[config.mk]
export PLATFORM = sky130hd
export DESIGN_NAME = mem_access_router
export DESIGN_NICKNAME = d
export VERILOG_FILES = /design/src/rtl/mem_access_router.sv
export SDC_FILE = /design/constraint.sdc
export NUM_CORES = 1
export LEC_CHECK = 0
export ABC_AREA = 1
export BUFFER_PORTS_ARGS = -buffer_cell sky130_fd_sc_hd__buf_2
export CAP_MARGIN = 40
export CORE_MARGIN = 5
export CORE_UTILIZATION = 55
export CTS_CLUSTER_DIAMETER = 30
export DETAILED_ROUTE_END_ITERATION = 6
export PLACE_DENSITY = 0.88
export SYNTH_ARGS = -nofsm -noshare
export SYNTH_HDL_FRONTEND = slang
export SYNTH_SLANG_ARGS = --single-unit
export TNS_END_PERCENT = 30
[constraint.sdc]
create_clock -name clk -period 5.1 [get_ports clk]
set_input_delay 0.51 -clock clk [delete_from_list [all_inputs] [get_ports clk]]
set_output_delay 0.51 -clock clk [all_outputs]
set_load 0.1 [all_outputs]
[src/rtl/mem_access_router.sv]
// Routes CPU burst reads/fill-writes to an internal RAM (low region) or an external bus (high region).
// Internal beats take 1 (write) or 2 (read) cycles; external beats wait on ext_ack, bounded by TIMEOUT.
module mem_access_router #(
  parameter int DATA_WIDTH     = 8,
  parameter int ADDR_WIDTH     = 20,
  parameter int INT_ADDR_WIDTH = 8,
  parameter int TIMEOUT        = 16
) (
  input  logic                      clk,
  input  logic                      reset,
  input  logic                      we,
  input  logic                      re,
  input  logic [ADDR_WIDTH-1:0]     addr,
  input  logic [DATA_WIDTH-1:0]     data_in,
  input  logic [1:0]                burst_len,
  output logic [DATA_WIDTH-1:0]     data_out,
  output logic                      data_valid,
  output logic                      busy,
  output logic                      done,
  output logic                      err,
  output logic                      int_we,
  output logic [INT_ADDR_WIDTH-1:0] int_addr,
  output logic [DATA_WIDTH-1:0]     int_wdata,
  input  logic [DATA_WIDTH-1:0]     int_rdata,
  output logic                      ext_req,
  output logic                      ext_we,
  output logic [ADDR_WIDTH-1:0]     ext_addr,
  output logic [DATA_WIDTH-1:0]     ext_wdata,
  input  logic                      ext_ack,
  input  logic [DATA_WIDTH-1:0]     ext_rdata
);

  localparam int TCW = $clog2(TIMEOUT + 1);

  typedef enum logic [2:0] {
    IDLE,
    INT_ACC,
    INT_WAIT,
    EXT_WAIT,
    EXT_NEXT,
    DONE
  } state_t;

  state_t                  state;
  logic [ADDR_WIDTH-1:0]   cur_addr;
  logic [DATA_WIDTH-1:0]   wdata_q;
  logic [1:0]              beats_left;
  logic                    wr_dir;
  logic [TCW-1:0]          tcnt;

  // Burst end address with a carry bit so overflow past the top of the map is visible.
  logic [ADDR_WIDTH:0]     last_addr;
  logic                    start_int;
  logic                    last_int;
  logic                    range_bad;

  assign last_addr = {1'b0, addr} + {{(ADDR_WIDTH-1){1'b0}}, burst_len};
  assign start_int = (addr[ADDR_WIDTH-1:INT_ADDR_WIDTH] == '0);
  assign last_int  = (last_addr[ADDR_WIDTH:INT_ADDR_WIDTH] == '0);
  assign range_bad = last_addr[ADDR_WIDTH] | (start_int != last_int);

  assign int_addr  = cur_addr[INT_ADDR_WIDTH-1:0];
  assign int_wdata = wdata_q;
  assign ext_addr  = cur_addr;
  assign ext_wdata = wdata_q;

  always_ff @(posedge clk) begin
    if (reset) begin
      state      <= IDLE;
      cur_addr   <= '0;
      wdata_q    <= '0;
      beats_left <= '0;
      wr_dir     <= 1'b0;
      tcnt       <= '0;
      data_out   <= '0;
      data_valid <= 1'b0;
      busy       <= 1'b0;
      done       <= 1'b0;
      err        <= 1'b0;
      int_we     <= 1'b0;
      ext_req    <= 1'b0;
      ext_we     <= 1'b0;
    end else begin
      done       <= 1'b0;
      data_valid <= 1'b0;
      int_we     <= 1'b0;
      case (state)
        IDLE: begin
          if (we || re) begin
            err        <= 1'b0;
            wr_dir     <= we;
            wdata_q    <= data_in;
            beats_left <= burst_len;
            cur_addr   <= addr;
            busy       <= 1'b1;
            if ((we && re) || range_bad) begin
              err   <= 1'b1;
              done  <= 1'b1;
              state <= DONE;
            end else if (start_int) begin
              int_we <= we;
              state  <= INT_ACC;
            end else begin
              ext_req <= 1'b1;
              ext_we  <= we;
              tcnt    <= '0;
              state   <= EXT_WAIT;
            end
          end
        end

        INT_ACC: begin
          if (!wr_dir) begin
            state <= INT_WAIT;
          end else if (beats_left != 2'd0) begin
            beats_left <= beats_left - 2'd1;
            cur_addr   <= cur_addr + ADDR_WIDTH'(1);
            int_we     <= 1'b1;
          end else begin
            done  <= 1'b1;
            state <= DONE;
          end
        end

        // RAM data for the address driven in INT_ACC is present now.
        INT_WAIT: begin
          data_out   <= int_rdata;
          data_valid <= 1'b1;
          if (beats_left != 2'd0) begin
            beats_left <= beats_left - 2'd1;
            cur_addr   <= cur_addr + ADDR_WIDTH'(1);
            state      <= INT_ACC;
          end else begin
            done  <= 1'b1;
            state <= DONE;
          end
        end

        EXT_WAIT: begin
          if (ext_ack) begin
            ext_req <= 1'b0;
            ext_we  <= 1'b0;
            if (!wr_dir) begin
              data_out   <= ext_rdata;
              data_valid <= 1'b1;
            end
            if (beats_left != 2'd0) begin
              beats_left <= beats_left - 2'd1;
              cur_addr   <= cur_addr + ADDR_WIDTH'(1);
              state      <= EXT_NEXT;
            end else begin
              done  <= 1'b1;
              state <= DONE;
            end
          end else if (tcnt == TCW'(TIMEOUT - 1)) begin
            ext_req <= 1'b0;
            ext_we  <= 1'b0;
            err     <= 1'b1;
            done    <= 1'b1;
            state   <= DONE;
          end else begin
            tcnt <= tcnt + TCW'(1);
          end
        end

        EXT_NEXT: begin
          ext_req <= 1'b1;
          ext_we  <= wr_dir;
          tcnt    <= '0;
          state   <= EXT_WAIT;
        end

        DONE: begin
          busy  <= 1'b0;
          state <= IDLE;
        end

        default: begin
          busy    <= 1'b0;
          ext_req <= 1'b0;
          ext_we  <= 1'b0;
          state   <= IDLE;
        end
      endcase
    end
  end

endmodule

### Word level (Yosys, flattened, before mapping)

Cells that the tools add are included.

| storage, ports and cells | value |
|---|---|
| bits in latches | 0 |
| input bits | 51 |
| output and inout port bits | 59 |
| memories | 0 |
| RAM bits | 0 |
| register bits | 54 |
| memory bits (read-only) | 0 |

| operators by class | value |
|---|---|
| add/subtract/negate cells | 4 |
| div/mod/pow operators | 0 |
| shifts and indexed selects | 0 |
| muxes and demuxes | 61 |
| $lt $le $gt $ge | 0 |
| reduce and logical (&&, ||, !) cells | 21 |
| multipliers | 0 |
| bitwise gates (word level) | 3 |
| equality and inequality tests | 18 |

Operator list:

| kind | count |
|---|---|
| 20-bit 2-to-1 mux | 4 |
| 20-bit one-hot mux with 4 select lines | 1 |
| 1-bit 2-to-1 mux | 26 |
| 5-bit 2-to-1 mux | 5 |
| 20-bit by 2-bit adder with 21-bit output | 1 |
| 3-bit 2-to-1 mux | 7 |
| 20-bit by 1-bit adder with 20-bit output, second input constant | 1 |
| 2-bit != test, second input constant | 9 |
| 8-bit 2-to-1 mux | 2 |
| 8-bit one-hot mux with 2 select lines | 1 |
| 3-bit one-hot mux with 5 select lines | 1 |
| 5-bit one-hot mux with 3 select lines | 1 |
| 13-bit logical NOT | 1 |
| 12-bit logical NOT | 1 |
| 1-bit one-hot mux with 4 select lines | 3 |
| 2-bit 2-to-1 mux | 5 |
| 1-bit one-hot mux with 2 select lines | 4 |
| 2-bit one-hot mux with 4 select lines | 1 |
| 4-bit AND reduction | 2 |
| 3-bit by 2-bit equality test with 1-bit output, second input constant | 2 |
| 3-bit equality test, second input constant | 2 |
| 3-bit != test, second input constant | 2 |
| 3-bit AND reduction | 2 |
| 6-bit AND reduction | 1 |
| other kinds (17) | 22 |

### Depth between registers and ports, before layout

Gate-level depths: netlist of the first run.

| logic depth | value |
|---|---|
| word-level depth | 8 |
| mapped depth | 17 |
| mapped depth without buffers | 17 |

### Least setup slack after synthesis of the first run

OpenSTA, ideal clock, no wires.

| timing | value |
|---|---|
| path kind | reg2reg |
| start point | register cur_addr[0] (netlist: ext_addr[0]) |
| end point | register cur_addr[18] (netlist: ext_addr[18]) |
| cell stages (with the launch flop) | 13 |
| path buffers | 0 |
| library setup time | 0.132 ns |
| arrival time | 2.541 ns |
| clock period less this slack | 2.674 ns |
| slack | 2.426 ns |
| cells stage by stage | dfxtp_1 > ha_1 > nand3_2 > nor2_4 > nand2_1 > nor2_2 > nand2_2 > nor3_4 > nand3_2 > nor2_1 > xor2_1 > o21ai_1 > a21oi_1 |

| between the ends | value |
|---|---|
| cells in the longest elaborated chain, start to end | 4 |
| elaborated cells between the ends (all ways) | 5 |
| those cells by class | 1 x add/sub; 4 x mux |

RTL lines:

| what | RTL line | source |
|---|---|---|
| from (decl) | 45 | `logic [ADDR_WIDTH-1:0] cur_addr;` |
| from (signal assigned) | 94 | `cur_addr <= addr;` |
| from (signal assigned) | 117 | `cur_addr <= cur_addr + ADDR_WIDTH'(1);` |
| from (signal assigned) | 131 | `cur_addr <= cur_addr + ADDR_WIDTH'(1);` |
| 20-bit by 1-bit adder with 20-bit output (*) | 117, 131, 149 |  |
| 20-bit 2-to-1 mux (*) | 115, 129, 147 |  |
| 20-bit 2-to-1 mux, on equally long branches | 140, 113 |  |
| 20-bit one-hot mux with 4 select lines (*) | 87 | `case (state)` |

Mark *: on every way between the ends. The rest lies on a longest branch, timed or not. The select of a mux whose other input is x is not followed.
A chain may end at the register's enable or synchronous reset.

### Worst setup path after layout of the first run

| timing | value |
|---|---|
| start point | register state[2] |
| end point | register cur_addr[2] (netlist: ext_addr[2]) |

| between the ends | value |
|---|---|
| cells in the longest elaborated chain, start to end | 3 |
| elaborated cells between the ends (all ways) | 10 |
| those cells by class | 6 x eq/ne; 1 x mux; 3 x reduce/logical |

RTL lines:

| what | RTL line | source |
|---|---|---|
| from (decl) | 44 | `state_t state;` |
| from (signal assigned) | 69 | `state <= IDLE;` |
| from (signal assigned) | 99 | `state <= DONE;` |
| from (signal assigned) | 102 | `state <= INT_ACC;` |
| 3-bit by 2-bit equality test with 1-bit output (tied with other cells) | 87 |  |
| 4-bit nonzero test (no line) / 2-bit != test (equally long branches) | n/a |  |
| 4-bit AND reduction (no line) | n/a |  |

Several ways; a longest one is shown, not always the timed one.

==> impl.org, run 1 <==
** Placement
- The HPWL after detailed placement is between 6000 and 7000 microns.
- Area after detailed placement :: between 0.003 and 0.004 sq mm
- Gp weighted congestion :: just under 0.9
- At the placement stage, the worst setup path has a slack of ~2600 ps.
- In this run the tool buffered the top-level ports with approximately 110 buffer cells.

** Floorplan
- During I/O placement, the number of pins put on the boundary was 110.
- The die covers between 0.007 and 0.008 sq mm.
- Chip height :: 88.9 microns
- Effective utilization at floorplan :: 0.571
- The floorplan step set the die width to just under 90 microns.
- Floorplan Core Area :: 0.00599 sq mm
- Rows :: 28

** Global route
- The number of antenna violations at the first check in global routing was 0.
- The first global-routing pass estimated between 10000 and 15000 microns of wire.
- For this run the aggregate overflow at the end of global routing stands at 0.
- Entering global routing, the biggest net connects 35 pins.
- Number of global-route vias before repair :: 3264
- In the global route stage, overall resource usage came out at 0.221.

** STA
- Static timing analysis puts the maximum clock frequency at about 390 MHz.
- Final hold violation count :: 0
- Setup violations remaining at the end of the flow were counted as 0.
- Worst Max-Slew Pin Slew :: 639 ps
- Total count of max-transition violations in the final report :: 0
- Part of the cycle the worst path needs :: 0.506
- Setup slack on the critical path of the routed design comes to 2520 ps.
- On the final layout, the worst clock skew is approximately 6.3 ps.
- For the final routed database, the setup TNS stands at 0 ps.
- Measured against its own limit, the worst slew margin works out to 0.574.
- Setup repair after global routing left no endpoint under its margin.
- Post-layout minimum cycle time :: approximately 2600 ps

** Detailed routing
- Dividing the detail-routed wire length by the instance count gives between 10 and 15 microns.
- Aggregate routed wire length :: between 8000 and 9000 microns
- The first detailed-routing pass took 6 iterations.
- Final antenna-violating net count :: 0
- Vias per cell :: 5.38
- For this run, design rule violations remaining after detail routing come to 0.
- Count of vias placed by the detailed router :: 3672
- Number of DRC violations after detailed-routing iteration 0 :: 222

** CTS
- Number of buffers added for setup after CTS :: 0
- Number of buffers inserted by hold repair at cts :: 0
- The root buffer cell chosen for the clock tree is sky130_fd_sc_hd__clkbuf_8.
- The number of gates resized after CTS was 0.
- Clock insertion delay at the later pin of the skew report :: approximately 310 ps
- Num CTS Buffers :: 5
- The clock passes through at most 2 buffers.
- Clock-pin slew reported for the worst setup and hold paths after clock tree synthesis :: 90 ps
- CTS built an H-tree with a depth of 2.
- Number of clock sinks seen by CTS :: 54
- CTS tree :: done

** Worst hold path
- Capture endpoint of the worst hold path :: ext_wdata[2]
- The worst hold path begins at data_in[2].
- Along the worst hold path, the cell count comes to 3.
- The path class of the tightest hold or removal check is in2reg.

** Logic synthesis
- Count of flip-flops with a built-in enable after synthesis :: 0
- Synthesis produced a netlist with a net count of 577.
- Seq/Total Area, Yosys :: 0.316
- The most used flip-flop cell after synthesis is sky130_fd_sc_hd__dfxtp_1.
- Flops & latches, synth :: between 50 and 60
- Proportion of register bits with asynchronous set or reset after synthesis :: 0
- Synth warnings :: 0
- In this run, distinct cell masters in the synthesized netlist total 37.
- The cell count after synthesis came out at around 520.
- Post-synthesis average cell area :: approximately 6.6 sq um
- The synthesized netlist occupies a cell area of between 0.003 and 0.004 sq mm.

** Critical path
- Largest fanout on the critical path :: 26
- Walking the worst path, the cells encountered are inv_2, nand3_2, inv_2, a221oi_2, nand3_2, inv_4, o21ai_0, a221oi_2.
- The worst register-to-register path begins at state[2].
- Endpoint of the worst register-to-register path :: ext_addr[2]
- Data on the critical path is required at its endpoint by between 5000 and 6000 ps.
- The worst setup path is captured at a flop.
- In this design, the stage delay of the slowest critical-path cell is just under 500 ps.
- Depth of the worst register-to-register path :: 8
- Crit-path slowest cell :: sky130_fd_sc_hd__dfxtp_1
- WP data arrival :: 2800 ps
- Setup slack on the worst reg-to-reg path comes out at 2520 ps.
- CP startpoint kind :: flop
- The worst setup path is of the reg2reg kind.

** Outcome
- Result of the run :: finished, final reports clean

** Cells and area
- # fillers :: approximately 560
- Relative to the synthesized area, the layout overhead comes to 15.9%.
- The finished cells cover around 0.004 sq mm.
- Ratio of cells with drive above 1 in the final layout :: 0.245
- Final-stage net count :: around 660
- 0 antenna diodes ended up in the layout.

** Flow run
- Max-capacitance violation count :: 0
-- area by class of cell --
| type | instances | area, sq um | share of cell area |
|---|---|---|---|
| sequential | 54 | 1080 | 0.273 |
| clock inverter | 2 | 12.5 | 0.00316 |
| timing repair buffer | 110 | 553 | 0.139 |
| multi-input combinational | 374 | 1910 | 0.482 |
| clock buffer | 6 | 82.6 | 0.0208 |
| inverter | 61 | 231 | 0.0584 |
| tap | 75 | 93.8 | 0.0237 |
-- routing by layer --
layer  vias up  track usage  share of wire
met3         6       0.0577           0.10
li1       1869            -              -
met5         -            0              0
met2       153        0.370           0.46
met4         0       0.0508         0.0073
met1      1644        0.285           0.43
-- sequential cells by signal, indices dropped and copies added, names as in the netlist, 2 cells and up --
signal,count
data_out,8
beats_left,2
ext_addr,20
state,3
tcnt,5
ext_wdata,8
-- worst max-delay path by stage --
stage / slack [ps] / start / to / cells after the start
2_1_floorplan: 2430 / ext_addr[0] / ext_addr[18] / 12
3_3_place_gp: 2630 / state[1] / ext_addr[11] / 6
3_5_place_dp: 2560 / state[2] / ext_addr[6] / 8
4_1_cts: 2530 / state[2] / ext_addr[6] / 8
5_1_grt: 2260 / state[2] / ext_addr[6] / 8
6_report: 2520 / state[2] / ext_addr[2] / 8
-- critical path: cells and delay by family, from the launching register on --
| family | cells | cell delay (ps) |
|---|---|---|
| simple gates | 2 | 710 |
| buf+inv | 3 | 640 |
| compound gates | 3 | 650 |
| flops | 1 | 490 |
-- stage by stage --
| step | cells | hold WS [ps] | util |
|---|---|---|---|
| floorplan | 521 | 441 | - |
| global placement | 673 | 452 | 0.645 |
| detailed placement | 674 | 477 | 0.646 |
| CTS | 682 | 421 | 0.662 |
| global route | 682 | 417 | 0.662 |
| finish | 682 | 423 | 0.662 |
-- synthesized netlist by cell type, types with 2 or more instances --
cell	number	area (sq um)
sky130_fd_sc_hd__nand2_1	120	450
sky130_fd_sc_hd__nor2_1	62	233
sky130_fd_sc_hd__inv_1	55	206
sky130_fd_sc_hd__dfxtp_1	54	1080
sky130_fd_sc_hd__o21ai_0	38	190
sky130_fd_sc_hd__a21oi_1	33	165
sky130_fd_sc_hd__nand3_1	20	100
sky130_fd_sc_hd__buf_4	16	120
sky130_fd_sc_hd__a31oi_1	15	93.8
sky130_fd_sc_hd__clkbuf_1	12	45.0
sky130_fd_sc_hd__xor2_1	11	96.3
sky130_fd_sc_hd__nor3_1	9	45.0
sky130_fd_sc_hd__o21ai_1	9	45.0
sky130_fd_sc_hd__nand4_1	8	50.1
sky130_fd_sc_hd__a211oi_1	6	45.0
sky130_fd_sc_hd__a21oi_2	6	52.6
sky130_fd_sc_hd__ha_1	5	62.6
sky130_fd_sc_hd__inv_2	5	18.8
sky130_fd_sc_hd__nor2_2	5	31.3
sky130_fd_sc_hd__nand3_2	4	40.0
sky130_fd_sc_hd__o211ai_1	4	30.0
sky130_fd_sc_hd__or2_2	3	18.8
sky130_fd_sc_hd__xnor2_1	3	26.3
sky130_fd_sc_hd__a221oi_2	2	30.0
sky130_fd_sc_hd__buf_2	2	10.0
sky130_fd_sc_hd__buf_6	2	22.5
sky130_fd_sc_hd__nor2_4	2	22.5
-- logic make-up (layout without fill, tap and decap cells) --
kind of cell	Yosys count	in the layout	share of synthesized area
simple gates	237	237	0.300
fa+ha+maj	5	5	0.0183
flops	54	54	0.316
xor+xnor	14	14	0.0358
compound gates	118	118	0.204
buf+inv	93	179	0.125
-- cells in the final DEF (no fill, tap or decap), types with 2 or more instances in the layout --
cell | Yosys | final
sky130_fd_sc_hd__a211oi_1 | 6 | 6
sky130_fd_sc_hd__a21oi_1 | 33 | 33
sky130_fd_sc_hd__a21oi_2 | 6 | 6
sky130_fd_sc_hd__a221oi_2 | 2 | 2
sky130_fd_sc_hd__a31oi_1 | 15 | 15
sky130_fd_sc_hd__buf_2 | 2 | 109
sky130_fd_sc_hd__clkbuf_8 | 0 | 6
sky130_fd_sc_hd__dfxtp_1 | 54 | 54
sky130_fd_sc_hd__ha_1 | 5 | 5
sky130_fd_sc_hd__inv_1 | 55 | 55
sky130_fd_sc_hd__inv_2 | 5 | 5
sky130_fd_sc_hd__nand2_1 | 120 | 120
sky130_fd_sc_hd__nand3_1 | 20 | 20
sky130_fd_sc_hd__nand3_2 | 4 | 4
sky130_fd_sc_hd__nand4_1 | 8 | 8
sky130_fd_sc_hd__nor2_1 | 62 | 62
sky130_fd_sc_hd__nor2_2 | 5 | 5
sky130_fd_sc_hd__nor2_4 | 2 | 2
sky130_fd_sc_hd__nor3_1 | 9 | 9
sky130_fd_sc_hd__o211ai_1 | 4 | 4
sky130_fd_sc_hd__o21ai_0 | 38 | 38
sky130_fd_sc_hd__o21ai_1 | 9 | 9
sky130_fd_sc_hd__or2_2 | 3 | 3
sky130_fd_sc_hd__xnor2_1 | 3 | 3
sky130_fd_sc_hd__xor2_1 | 11 | 11
Power of run 1 is left out: the tool's default activity adds up to more than one toggle a clock period on the data nets, which glitch-free logic cannot reach.
==> run 2: changes to the inputs <==
Settings changed: CORE_UTILIZATION 55 to 51, PLACE_DENSITY 0.88 to 0.83.
Clock period 5.1 ns to 2.4 ns, I/O delays scaled along.
==> run 2 against run 1 <==
Net effect: routed wire length increased by 4.7%; count of clock-buffer cells in the layout decreased by 1; sequential share of layout area shrank 0.16 points; worst setup slack lost 2100 ps; global-route usage down 0.66 points; critical path depth increased by 4; clock skew increased by 5.6 ps.
==> impl.org, run 2 (synthesized netlist as in run 1, its figures left out) <==
** CTS
- Clock-pin slew was measured on the worst setup and hold paths at about 100 ps.
- Num CTS Buffers :: 5
- The clock passes through at most 2 buffers.
- CTS built an H-tree with a depth of 2.
- Number of clock sinks seen by CTS :: between 50 and 60
- The later pin in the worst-skew pair is clocked with a latency of roughly 310 ps.
- Number of buffers added for setup after CTS :: 0
- CTS tree :: done
- Hold repair after CTS inserted 0 buffers.
- Clock tree root buffer cell :: sky130_fd_sc_hd__clkbuf_8
- After clock tree synthesis, the repair step resized 0 gates.

** Placement
- In this run the tool buffered the top-level ports with around 110 buffer cells.
- DPL Wire Length :: between 7000 and 8000 microns
- The placed instances occupy a cell area of approximately 0.0039 sq mm.
- Gp weighted congestion :: between 0.9 and 1

** Global route
- First-pass GRT wire length :: approximately 15000 microns
- The total overflow left after global routing is 0.
- Total global-route track usage :: 0.215
- Number of global-route vias before repair :: between 3000 and 4000
- Entering global routing, the biggest net connects 31 pins.
- The number of antenna violations at the first check in global routing came to 0.

** Floorplan
- 110 I/O pins were placed.
- The die is roughly 90 microns wide.
- After floorplanning, the core was sized to cover around 0.0064 sq mm.
- Chip height :: about 90 microns
- Rows :: 29
- The floorplan step defined a die boundary enclosing 0.00845 sq mm.
- Effective utilization at floorplan :: 0.533

** Flow run
- The tool flagged a number of max-cap violations equal to 0.

** STA
- Of the available clock period, the critical path in the final layout requires 0.841.
- For this run, the top clock speed supported by timing is between 400 and 500 MHz.
- The final number of hold-violating endpoints came to 0.
- Setup repair after global routing left no endpoint under its margin.
- Worst Max-Slew Pin Slew :: between 600 and 700 ps
- Summed over all failing endpoints, the final setup total negative slack is 0 ps.
- The tightest hold path in the finished design has a slack of approximately 160 ps.
- Headroom to the max-slew limit came out at 0.566.
- Setup Skew :: roughly 12 ps
- The max-slew violation count is 0.
- The smallest clock period supported by the final layout is computed as slightly above 2000 ps.
- Final number of setup-violating endpoints :: 0

** Critical path
- For flop-to-flop paths, the worst setup slack is around 380 ps.
- The worst setup path is launched from a flop.
- Worst Setup End Kind :: flop
- The number of cells on the worst reg-to-reg path is 12.
- Data arrives at the worst endpoint at between 2000 and 2500 ps.
- The critical path is of the reg2reg type.
- Worst Setup EP :: ext_addr[18]
- In this run the critical register-to-register path is launched from ext_addr[0].
- Critical Path Source :: ext_addr[0]
- Of all nets on the critical path, the largest fanout is 6.
- At the worst endpoint, the required time is roughly 2600 ps.
- Endpoint of the worst register-to-register path :: ext_addr[18]

** Detailed routing
- Final antenna-violating net count :: 0
- Routed length on met3 :: 800 microns
- Routed length per instance :: between 10 and 15 microns
- Met1 Wirelength :: roughly 4000 microns
- Number of detailed-routing iterations run before antenna repair :: 5
- Max layer used :: met4
- The final layout contains routed wiring with a total length of about 9300 microns.
- Wire length on met2 :: 4260 microns
- In the routed design, unresolved DRC markers number 0.
- Number of DRC violations after detailed-routing iteration 0 :: 287
- Vias per cell :: between 5 and 6
- The detailed router placed roughly 3800 vias in this run.

** Cells and area
- Of the cells placed in the final design, the portion with a size suffix greater than 1 is 0.259.
- Most frequent cells in the layout :: sky130_fd_sc_hd__nand2_1 (120), sky130_fd_sc_hd__buf_2 (109), sky130_fd_sc_hd__nor2_1 (62)
- Final design area excluding fillers :: about 0.0040 sq mm
- Leaving out fill and tap cells, the most frequent cell in the layout is sky130_fd_sc_hd__nand2_1.
- Growth of design area from synthesis to finish :: 17.3%
- 0 antenna diodes ended up in the layout.
- The register with the most flip-flops in the layout has 20 of them.
- At the end of the flow, the number of nets in the layout was between 600 and 700.
- # fillers :: 628

** Worst hold path
- Hold Path Class :: in2reg

** Outcome
- Result of the run :: finished, final reports clean
==> run 2: worst max-delay path, cell delays in order, from the launching register on <==
cell                      delay, ps
sky130_fd_sc_hd__dfxtp_2        380
sky130_fd_sc_hd__ha_1           240
sky130_fd_sc_hd__nand3_2        130
sky130_fd_sc_hd__nor2_4         130
sky130_fd_sc_hd__nand2_1         90
sky130_fd_sc_hd__nor2_2         110
sky130_fd_sc_hd__nand2_2        100
sky130_fd_sc_hd__nor3_4         170
sky130_fd_sc_hd__nand3_2        110
sky130_fd_sc_hd__nor2_1         140
sky130_fd_sc_hd__xor2_1         160
sky130_fd_sc_hd__o21ai_1         70
sky130_fd_sc_hd__a21oi_1        120
==> run 2: metrics by stage <==
stage / util / instances / worst slack, ps
2_1_floorplan: - / 521 / -23.1
3_3_place_gp: 0.612 / 681 / 314
3_5_place_dp: 0.612 / 681 / 236
4_1_cts: 0.625 / 688 / 359
5_1_grt: 0.625 / 688 / 165
6_report: 0.625 / 688 / 382
==> run 2: final cells by class <==
cell class	instances	area (sq um)	area share
multi-input combinational	374	1910	0.476
sequential	54	1090	0.271
timing repair buffer	115	603	0.150
inverter	61	231	0.0577
tap	77	96.3	0.0240
clock buffer	5	68.8	0.0172
clock inverter	2	13.8	0.00343
==> run 2: worst min path at each step <==
stage                     slack, ps  cells past startpoint      endpoint  startpoint
after floorplan                 370                      2  ext_wdata[0]  data_in[0]
after global placement          460                      2       tcnt[4]     tcnt[4]
after detailed placement        460                      2       tcnt[4]     tcnt[4]
after CTS                       150                      3  ext_wdata[6]  data_in[6]
after global routing            160                      3  ext_wdata[6]  data_in[6]
final                           160                      3  ext_wdata[3]  data_in[3]
==> run 2: routing by layer <==
layer / track usage / vias up
met5: 0 / -
met4: 0.0817 / 0
met3: 0.0475 / 21
met2: 0.363 / 174
met1: 0.268 / 1701
li1: - / 1871
Power of run 2 is left out for the same reason.
